[config.mk]
export PLATFORM = sky130hd
export DESIGN_NAME = lc4_insn_encoder
export DESIGN_NICKNAME = d
export VERILOG_FILES = /design/src/rtl/lc4_insn_encoder.sv
export SDC_FILE = /design/constraint.sdc
export NUM_CORES = 1
export LEC_CHECK = 0
export ABC_AREA = 1
export CORE_MARGIN = 2
export CORE_UTILIZATION = 35
export CTS_CLUSTER_SIZE = 16
export DETAILED_ROUTE_END_ITERATION = 12
export GPL_TIMING_DRIVEN = 0
export SLEW_MARGIN = 10
export SYNTH_ARGS = -nofsm -noshare
export SYNTH_HDL_FRONTEND = slang
export SYNTH_SLANG_ARGS = --single-unit
[constraint.sdc]
create_clock -name clk -period 3.7 [get_ports clk]
set_input_delay 0.74 -clock clk [delete_from_list [all_inputs] [get_ports clk]]
set_output_delay 0.74 -clock clk [all_outputs]
set_load 0.1 [all_outputs]
[src/rtl/lc4_insn_encoder.sv]
// lc4_insn_encoder: range-checks decoded LC4/ECC instruction fields, packs them
// into 20-bit instruction words and queues valid words in a small FIFO for
// the instruction-memory loader.
//
// Handshake semantics (both ports): a transfer happens on a rising clk edge
// where valid & ready are both high; valid must not depend on ready, and the
// sender holds its payload stable while valid=1 and ready=0.
module lc4_insn_encoder #(
  parameter int DEPTH = 4
) (
  input  logic                       clk,
  input  logic                       rst,
  input  logic                       in_valid,
  output logic                       in_ready,
  input  logic [4:0]                 in_op,
  input  logic [4:0]                 in_rd,
  input  logic [4:0]                 in_rs,
  input  logic [4:0]                 in_rt,
  input  logic [15:0]                in_imm,
  output logic                       out_valid,
  input  logic                       out_ready,
  output logic [19:0]                out_insn,
  output logic [$clog2(DEPTH):0]     count,
  output logic                       err_pulse,
  output logic [7:0]                 err_count
);

  localparam int AW = $clog2(DEPTH);
  localparam int CW = AW + 1;
  localparam logic [CW-1:0] FULL = CW'(DEPTH);

  logic [19:0]   mem [DEPTH];
  logic [AW-1:0] wr_ptr;
  logic [AW-1:0] rd_ptr;

  logic [19:0] enc_word;
  logic        enc_ok;
  logic        fits5;
  logic        fits10;
  logic        fits15;
  logic        accept;
  logic        push;
  logic        pop;
  logic        rejected;

  // An immediate fits an N-bit signed field when every bit above N-1 copies bit N-1.
  assign fits5  = (&in_imm[15:4])  | ~(|in_imm[15:4]);
  assign fits10 = (&in_imm[15:9])  | ~(|in_imm[15:9]);
  assign fits15 = (&in_imm[15:14]) | ~(|in_imm[15:14]);

  // Select the encoding format from the opcode and decide whether the bundle is legal.
  always_comb begin
    enc_word = '0;
    enc_ok   = 1'b0;
    case (in_op)
      5'b00101, 5'b00110, 5'b01100, 5'b01101, 5'b01110,
      5'b01111, 5'b10010, 5'b10100, 5'b10101: begin
        enc_word = {in_op, in_rd, in_rs, in_rt};
        enc_ok   = 1'b1;
      end
      5'b00111, 5'b01001: begin
        enc_word = {in_op, in_rd, in_rs, in_imm[4:0]};
        enc_ok   = fits5;
      end
      5'b10000, 5'b10011: begin
        enc_word = {in_op, in_rd, in_rs, 5'b00000};
        enc_ok   = 1'b1;
      end
      5'b01011: begin
        enc_word = {in_op, in_rd, in_imm[9:0]};
        enc_ok   = fits10;
      end
      5'b00000, 5'b00001, 5'b00010, 5'b00011, 5'b00100, 5'b01000: begin
        enc_word = {in_op, in_imm[14:0]};
        enc_ok   = fits15;
      end
      5'b01010: begin
        enc_word = {in_op, 15'b0};
        enc_ok   = 1'b1;
      end
      default: begin
        enc_word = '0;
        enc_ok   = 1'b0;
      end
    endcase
  end

  // Ready depends only on stored occupancy: a pop while full does not open the input that cycle.
  assign in_ready  = (count != FULL);
  assign out_valid = (count != '0);
  assign out_insn  = mem[rd_ptr];

  assign accept   = in_valid & in_ready;
  assign push     = accept & enc_ok;
  assign rejected = accept & ~enc_ok;
  assign pop      = out_valid & out_ready;

  // FIFO storage, pointers and occupancy; rejected bundles are consumed but never stored.
  always_ff @(posedge clk or posedge rst) begin
    if (rst) begin
      for (int i = 0; i < DEPTH; i++) mem[i] <= '0;
      wr_ptr <= '0;
      rd_ptr <= '0;
      count  <= '0;
    end else begin
      if (push) begin
        mem[wr_ptr] <= enc_word;
        wr_ptr      <= wr_ptr + AW'(1);
      end
      if (pop) rd_ptr <= rd_ptr + AW'(1);
      if (push && !pop)      count <= count + CW'(1);
      else if (pop && !push) count <= count - CW'(1);
    end
  end

  // Reject reporting: one-cycle pulse after the rejecting edge, saturating counter.
  always_ff @(posedge clk or posedge rst) begin
    if (rst) begin
      err_pulse <= 1'b0;
      err_count <= '0;
    end else begin
      err_pulse <= rejected;
      if (rejected && err_count != 8'hFF) err_count <= err_count + 8'd1;
    end
  end

endmodule

==> impl_results.md <==
* Status: completed
* Area Overhead vs Synth at 23.8%
* Critical path required time at between 2 and 3 ns
* Logic pwr share at 0.601
* DRC viols at 0
* Final ANT Viol Nets at 0
* #FFs+latches synth at 96
* Die Y at 132 um
* Vias in the first global route at between 5000 and 6000
* Synthesized area at roughly 0.0057 mm^2
* Port bufs at 72
* Final period utilization at 0.954
* Clk_lat worst skew at around 0.35 ns
* HP Start: mem[56]
* RSZ-0062 raised after global routing: false
* Non-Filler Instances at roughly 1100
* Largest fanout on the critical path at 10
* Final Net Count at about 950
* First-pass DRT Iterations at 6
* Via-to-Cell Ratio at a little over 5
* CP Capture Type: output pin
* Final setup TNS at 0 ns
* Reg power frac at 0.257
* Avg Synthesized Cell Area at around 7 um^2
* Placer congestion estimate at just over 0.9
* Metal3 WL at between 1000 and 1500 um
* Commonest non-fill, non-tap cell in the layout: nand2_1
* Static leakage at around 3.8 nW
* PD cells at about 960 mW/mm^2
* WL final at roughly 18000 um
* Met1 WL at 8260 um
* Worst-path clk slew at approximately 0.070 ns
* Peak supply drop at between 600 and 700 uV
* Post-Synthesis Cells at about 800
* Max cap viols at 0
* Worst Tran Pin Value at 0.989 ns
* Grt ovf at 0
* Initial antenna violation count at 0
* Tmin final at between 3 and 4 ns
* Final hold violations at 0
* Largest net degree at the start of global routing at between 60 and 70
* Root buffer cell: clkbuf_16
* H-tree Lvls at 3
* Warnings, synthesis at 0
* Worst Skew at 0.00492 ns
* Seq/Total Area, Yosys at 0.420
* Row count at 46
* Clock sinks at between 90 and 100
* Setup crit start kind: flip-flop
* Total GRT Usage at 0.210
* DP Wirelength at ~13000 um
* CTS max path bufs at 2
* Crit. Startpoint: rd_ptr[0]
* Commonest cells after routing, fill and taps aside: nand2_1 (310), dfrtp_1 (96), nor2_1 (92)
* Worst R2R Start: count[0]
* IO Pins at 74
* Inst Count DP at roughly 1100
* Crit path kind: reg -> out
* Post-DR wirelength/cell at about 16 um
* Vias at a little under 6000
* Fraction of layout cells with a size suffix above 1 at 0.0555
* Sw Pwr at ~3.9 mW
* TritonCTS clock tree: built
* Top Metal Used: met4
* Antenna cells at 0
* Detail Route met2 WL at between 8000 and 9000 um
* Fillers at roughly 1600
* Post-DP Area at just under 0.007 mm^2
* Internal power at approximately 3.0 mW
* Max_slew headroom at 0.339
* Clock network power share at 0.143
* First-pass GRT wire length at 29000 um
* Syn Nets at about 860
* Pwr Total at about 7 mW
* F_max at ~280 MHz
* Cell variety after synth at 25
* Final Max Tran Viols at 0
* Die ar. at 0.0174 mm^2
* Arrival time of the worst setup path at ~2.8 ns
* Worst hold-check path type: reg -> reg
* Die X at between 100 and 150 um
* Fin area at 0.00708 mm^2
* Detailed router's first-iteration violation count at roughly 500
* Endpoints failing setup at 0
* Sw frac at 0.565
* Initial core utilization at 0.358
* CTS buffer count at 9
* Core ar. at 0.0159 mm^2
==> registers in the layout (all words and copies together) (netlist names) <==
name,count
mem,80
err_count,8
count,3
rd_ptr,2
wr_ptr,2
err_pulse,1
==> logic make-up (layout without fill, tap and decap cells) <==
group,after synthesis,count (layout),share of synthesized area
XOR/XNOR,9,9,0.0138
flip-flops,96,96,0.420
buffers and inverters,93,182,0.0764
AND/OR/NAND/NOR,535,535,0.402
AO/OA/AOI/OAI,70,70,0.0668
adder cells (fa/ha/maj),9,9,0.0210
==> through the flow <==
step	setup slack (ns)	hold slack, ns	utilization
6_report	0.169	0.467	0.444
5_1_grt	0.0145	0.483	0.444
4_1_cts	0.00335	0.470	0.441
3_5_place_dp	-0.0696	0.453	0.423
3_3_place_gp	-1.22	0.448	0.421
2_1_floorplan	0.335	0.437	-
==> layer usage <==
metal / GRT usage / vias to the layer above
met1: 0.302 / 2692
met3: 0.0384 / 17
met2: 0.325 / 195
met5: 0 / -
met4: 0.0592 / 0
li1: - / 2858
==> path summary, 6_finish.rpt <==
check	to	slack, ns	cells past startpoint
worst max-delay path	out_insn[18]	0.17	5
worst min-delay path	mem[56]	0.47	2
worst max register to register	count[2]	0.97	13
worst min register to register	mem[56]	0.47	2
max in group asynchronous	err_count[0]	2.27	3
min in group asynchronous	mem[23]	0.76	2
==> repair_timing <==
action | CTS | global route
resized for setup | 5 | 17
setup endpoints to repair | 5 | 17
hold buffers | 0 | 0
endpoints found under the hold margin | 0 | 0
buffers inserted | 0 | 0
==> synthesized netlist by cell type, drive strengths merged <==
library cell,n,area [um^2]
o21ai,44,224
buf,29,196
ha,8,100
a21oi,5,25.0
nand4,90,563
nor3,2,10.0
dfrtp,96,2400
clkbuf,24,90.1
fa,1,20.0
o211ai,1,7.51
o22ai,20,125
nand3b,1,7.51
nand3,36,180
inv,40,150
nand2,312,1180
xor2,7,61.3
nor2,94,358
xnor2,2,17.5
==> critical path: stages (launching register included) <==
cell	delay [ns]
dfrtp_1	0.45
inv_1	0.21
clkbuf_1	0.49
nor2_1	0.09
o22ai_1	0.32
clkdlybuf4s15_1	0.88
==> power by group through the flow <==
stage                     logic (mW)  clock network, mW  registers (mW)
after floorplan                 2.79                  0            2.00
after global placement          4.10                  0            1.75
after detailed placement        4.14                  0            1.75
after CTS                       4.10              0.982            1.74
after global routing            4.35               1.03            1.81
final                           4.10              0.972            1.75
==> cell type report <==
type,instances,area [um^2],area share
sequential,96,2400,0.340
buffer,53,287,0.0405
clock inverter,3,40.0,0.00566
inverter,40,153,0.0216
clock buffer,13,260,0.0368
tap,216,270,0.0382
multi-input combinational,623,2880,0.407
timing repair buffer,73,783,0.111
No activity file was read; power rests on OpenSTA's default activity.
